<file path="src/rtl/axis_width_upsize.sv">
// axis_width_upsize: packs RATIO narrow AXI-stream samples into one wide word.
// The first accepted sample of a word lands in lane 0 (LSBs); a frame that
// ends early on tlast is emitted as a partial word with the unused upper lanes
// zeroed. The output beat is fully registered; s_axis_tready is the only
// combinational output.
// Optional feature macro: AXIS_UPSIZE_TKEEP_EN adds m_axis_tkeep (one bit per
// lane, set for lanes that hold a real sample).
module axis_width_upsize #(
  parameter int unsigned DATA_WIDTH = 18,
  parameter int unsigned RATIO      = 4
) (
  input  logic                          clk,
  input  logic                          rst,
  input  logic                          s_axis_tvalid,
  output logic                          s_axis_tready,
  input  logic [DATA_WIDTH-1:0]         s_axis_tdata,
  input  logic                          s_axis_tlast,
  output logic                          m_axis_tvalid,
  input  logic                          m_axis_tready,
  output logic [DATA_WIDTH*RATIO-1:0]   m_axis_tdata,
  output logic                          m_axis_tlast
`ifdef AXIS_UPSIZE_TKEEP_EN
  ,
  output logic [RATIO-1:0]              m_axis_tkeep
`endif
);

  localparam int unsigned OUT_WIDTH = DATA_WIDTH * RATIO;
  localparam int unsigned CNT_W     = (RATIO > 1) ? $clog2(RATIO) : 1;
  localparam int unsigned ACC_LANES = RATIO - 1;
  localparam int unsigned ACC_W     = DATA_WIDTH * ACC_LANES;

  // Reject configurations outside the supported packing range at elaboration.
  if (RATIO < 2 || RATIO > 16) begin : g_bad_ratio
    $error("axis_width_upsize: RATIO must be in 2..16");
  end

  logic [CNT_W-1:0]     cnt;
  logic [ACC_W-1:0]     acc;
  logic                 beat_accept;
  logic                 beat_last_lane;
  logic                 beat_complete;
  logic                 word_drain;
  logic [OUT_WIDTH-1:0] word_c;
`ifdef AXIS_UPSIZE_TKEEP_EN
  logic [RATIO-1:0]     keep_c;
`endif

  // Accept whenever the output register is empty or is draining this cycle.
  assign s_axis_tready  = ~rst & (~m_axis_tvalid | m_axis_tready);
  assign beat_accept    = s_axis_tvalid & s_axis_tready;
  assign beat_last_lane = (cnt == CNT_W'(RATIO - 1));
  assign beat_complete  = beat_accept & (beat_last_lane | s_axis_tlast);
  assign word_drain     = m_axis_tvalid & m_axis_tready;

  // Assemble the candidate output word: held lanes below cnt, the live sample
  // in lane cnt, zero padding above it.
  for (genvar k = 0; k < RATIO; k++) begin : g_lane
    logic [DATA_WIDTH-1:0] held;
    if (k < RATIO - 1) begin : g_acc
      assign held = acc[k*DATA_WIDTH +: DATA_WIDTH];
    end else begin : g_top
      assign held = '0;
    end
    assign word_c[k*DATA_WIDTH +: DATA_WIDTH] =
      (cnt == CNT_W'(k)) ? s_axis_tdata :
      ((CNT_W'(k) < cnt) ? held : '0);
`ifdef AXIS_UPSIZE_TKEEP_EN
    assign keep_c[k] = (CNT_W'(k) <= cnt);
`endif
  end

  // Lane counter: advance per accepted beat, restart after a completing beat.
  always_ff @(posedge clk) begin
    if (rst) begin
      cnt <= '0;
    end else if (beat_complete) begin
      cnt <= '0;
    end else if (beat_accept) begin
      cnt <= cnt + CNT_W'(1);
    end
  end

  // Accumulator: capture non-completing beats into their lane, clear on word.
  always_ff @(posedge clk) begin
    if (rst) begin
      acc <= '0;
    end else if (beat_complete) begin
      acc <= '0;
    end else if (beat_accept) begin
      for (int k = 0; k < int'(ACC_LANES); k++) begin
        if (cnt == CNT_W'(k)) begin
          acc[k*DATA_WIDTH +: DATA_WIDTH] <= s_axis_tdata;
        end
      end
    end
  end

  // Output register: load on a completing beat, otherwise drop valid on drain
  // while holding payload so it stays stable under backpressure.
  always_ff @(posedge clk) begin
    if (rst) begin
      m_axis_tvalid <= 1'b0;
      m_axis_tdata  <= '0;
      m_axis_tlast  <= 1'b0;
    end else if (beat_complete) begin
      m_axis_tvalid <= 1'b1;
      m_axis_tdata  <= word_c;
      m_axis_tlast  <= s_axis_tlast;
    end else if (word_drain) begin
      m_axis_tvalid <= 1'b0;
    end
  end

`ifdef AXIS_UPSIZE_TKEEP_EN
  // Lane-occupancy mask travels with the word it describes.
  always_ff @(posedge clk) begin
    if (rst) begin
      m_axis_tkeep <= '0;
    end else if (beat_complete) begin
      m_axis_tkeep <= keep_c;
    end
  end
`endif

endmodule

</file>
<file path="config.mk">
export PLATFORM = sky130hd
export DESIGN_NAME = axis_width_upsize
export DESIGN_NICKNAME = d
export VERILOG_FILES = /design/src/rtl/axis_width_upsize.sv
export SDC_FILE = /design/constraint.sdc
export NUM_CORES = 1
export LEC_CHECK = 0
export CAP_MARGIN = 25
export CORE_MARGIN = 2
export CORE_UTILIZATION = 25
export CTS_CLUSTER_DIAMETER = 80
export CTS_CLUSTER_SIZE = 10
export DETAILED_ROUTE_END_ITERATION = 10
export GPL_ROUTABILITY_DRIVEN = 0
export PLACE_DENSITY = 0.47
export SLEW_MARGIN = 20
export SYNTH_ARGS = -nofsm -noshare
export SYNTH_HDL_FRONTEND = slang
export SYNTH_SLANG_ARGS = --single-unit
</file>
<file path="constraint.sdc">
create_clock -name clk -period 2.5 [get_ports clk]
set_input_delay 0.5 -clock clk [delete_from_list [all_inputs] [get_ports clk]]
set_output_delay 0.5 -clock clk [all_outputs]
set_load 0.005 [all_outputs]
</file>
==> run summary <==
Status -> complete, no violations
FF+latch count, synth -> 130
Initial Util -> 0.256
CTS Buf Count -> 17
Setup Viol. Count Final -> 0
Number of global-route vias before repair -> 5449
Synthesis warning total -> 0
Total power -> 5.53 mW
Vias -> 5542
Asr flop ratio synth -> 0
Avg Synthesized Cell Area -> 9.25 µm²
Dominant cells by area after synthesis -> dfxtp_1, o31ai_1, a31oi_1
Setup Skew -> 0.00705 ns
Number of synthesized flops with an enable pin -> 0
Syn Inst Count -> 628
Clock-pin transition on the worst setup and hold timing paths -> 0.06 ns
Ys flop type -> dfxtp_1
Max_cap viols -> 0
Worst hold path type -> in2reg
Number of setup buffers added after CTS -> 0
R2R depth -> 6
Synth unique cells -> 31
Area growth from synthesis to layout -> 29.4%
Initial antenna violation count -> 0
Post-synthesis sequential area ratio -> 0.448
Startpoint Class -> input port
CP max FO -> 3
Final period util -> 0.887
Vias per cell -> 5.69
Clock sink total -> 130
Placed Cells incl. Taps -> 942
Largest net degree at the start of global routing -> 75
Post-Syn Nets -> 655
Hold_buf cts -> 0
First DRT Iteration DRCs -> 607
Setup TNS -> 0 ns
Worst Tran Pin Value -> 0.777 ns
Worst-Skew Late Latency -> 0.42 ns
Core area -> 22700 µm²
Final min period -> 2.22 ns
CTS Buffer Depth -> 2
Cell taking the most area after synthesis -> dfxtp_1
Routed wire per std cell -> 21.8 µm
Place WS -> 0.216 ns
Die area -> 24500 µm²
Nature of the critical path endpoint -> output pin
Fin cells -> 974
Final HPWL DP -> 12400 µm
GRT Resource Usage Total -> 0.175
Drt drc -> 0
Top cell type's share of synthesized area -> 0.448
Most frequent cells after synthesis -> dfxtp_1, a21oi_1, o31ai_1
Post-CTS sizing -> 0
First-pass GRT wire length -> 33100 µm
Drt total wl -> 21200 µm
Share of cells above drive strength 1 -> 0.100
Initial DRT Pass Iterations -> 5
Fin. max-slew vios -> 0
Start point of the critical path -> m_axis_tready
WP data required -> 2.00 ns
Root buffer cell -> clkbuf_16
Nets -> 703
DIE WIDTH -> 156 µm
IO Count -> 98
Peak supply drop -> 477 µV
Unrepaired setup endpoints after global routing -> false
Power density over the cells -> 735 nW/µm²
Die outline height -> 156 µm
Final setup margin -> 0.282 ns
Standard-cell rows -> 55
Critical setup path kind -> in2out
Diode count -> 0
FF-to-FF Start -> cnt[1]$_SDFFE_PP0N_
Static Leak -> 2.38 nW
Hold Vio Cnt, Final -> 0
Post-route ant nets -> 0
CTS tree -> yes
Mapped Area -> 5810 µm²
Worst Path Arrival -> 1.72 ns
H-tree levels -> 4
Port Buf Inserts -> 97
Remaining global-route overflow -> 0
R2R Path End -> acc[3]$_SDFFE_PP0P_
Count leader, synth -> dfxtp_1
R2r setup slk -> 0.48 ns
Worst slew margin -> 0.482
Max Freq -> 451 MHz
Worst setup endpoint -> s_axis_tready
==> where the power goes <==
| group | internal [mW] | total (mW) | leakage [nW] | switching [mW] |
|---|---|---|---|---|
| logic | 0.216 | 0.562 | 1.02 | 0.346 |
| registers | 2.13 | 2.17 | 1.06 | 0.0386 |
| clock network | 1.83 | 2.79 | 0.309 | 0.966 |
==> flip-flops by register name (all words and copies together) (netlist names) <==
name,cells
acc,54
cnt,2
m_axis_tdata,72
m_axis_tlast,1
m_axis_tvalid,1
==> kinds of logic (layout without fill, tap and decap cells) <==
logic type | after synthesis | in the layout | synth area share
fa+ha+maj | 4 | 4 | 0.00862
simple gates | 138 | 138 | 0.126
flops | 130 | 130 | 0.448
buf+inv | 95 | 156 | 0.0905
compound gates | 243 | 243 | 0.296
mux | 18 | 18 | 0.0310
==> metal layers <==
metal	share of wire	vias up	global-route usage
met2	0.45	228	0.270
li1	-	2556	-
met3	0.068	22	0.0432
met4	0.016	0	0.0594
met1	0.46	2736	0.240
met5	0	-	0
==> cell type report <==
cell class,count,area [µm²]
fill,2335,15200
multi-input combinational,403,2700
sequential,130,2600
timing repair buffer,118,1170
clock buffer,20,457
tap,285,357
clock inverter,12,203
inverter,6,22.5
==> worst max-delay path, cell delays in order <==
cell and delay [ns]:
clkdlybuf4s50_1 0.54, nor2b_4 0.07, nor2_1 0.10, clkdlybuf4s50_1 0.51
==> cell usage in the layout (no fill, tap or decap), types with 5 or more instances in the layout <==
master           instances
dfxtp_1                130
a21oi_1                 58
clkbuf_16               17
nand4_1                 54
a311oi_1                34
a211oi_2                 5
o31ai_1                 55
a22o_1                  18
nand3_1                 39
a31oi_1                 54
nand2_1                 36
bufinv_16                5
mux2i_1                 18
a211oi_1                13
buf_4                   17
clkdlybuf4s50_1         96
==> how the worst min path moves through the flow <==
| stage | endpoint | slack (ns) | cells past startpoint | start |
|---|---|---|---|---|
| detailed placement | m_axis_tdata[65]$_SDFFE_PP0P_ | 0.46 | 1 | m_axis_tdata[65]$_SDFFE_PP0P_ |
| finish | m_axis_tvalid$_SDFFE_PP0P_ | 0.42 | 2 | rst |
| CTS | m_axis_tvalid$_SDFFE_PP0P_ | 0.41 | 2 | rst |
| global route | m_axis_tvalid$_SDFFE_PP0P_ | 0.41 | 2 | rst |
| global placement | acc[13]$_SDFFE_PP0P_ | 0.45 | 2 | acc[13]$_SDFFE_PP0P_ |
| floorplan | acc[0]$_SDFFE_PP0P_ | 0.44 | 2 | acc[0]$_SDFFE_PP0P_ |
==> metrics by stage <==
stage	hold WS [ns]	utilization	area, µm²
after floorplan	0.444	-	5810
after global placement	0.453	0.302	6860
after detailed placement	0.457	0.302	6860
after CTS	0.412	0.331	7520
after global routing	0.413	0.331	7520
final	0.423	0.331	7520
No activity file was read; power rests on OpenSTA's default activity.
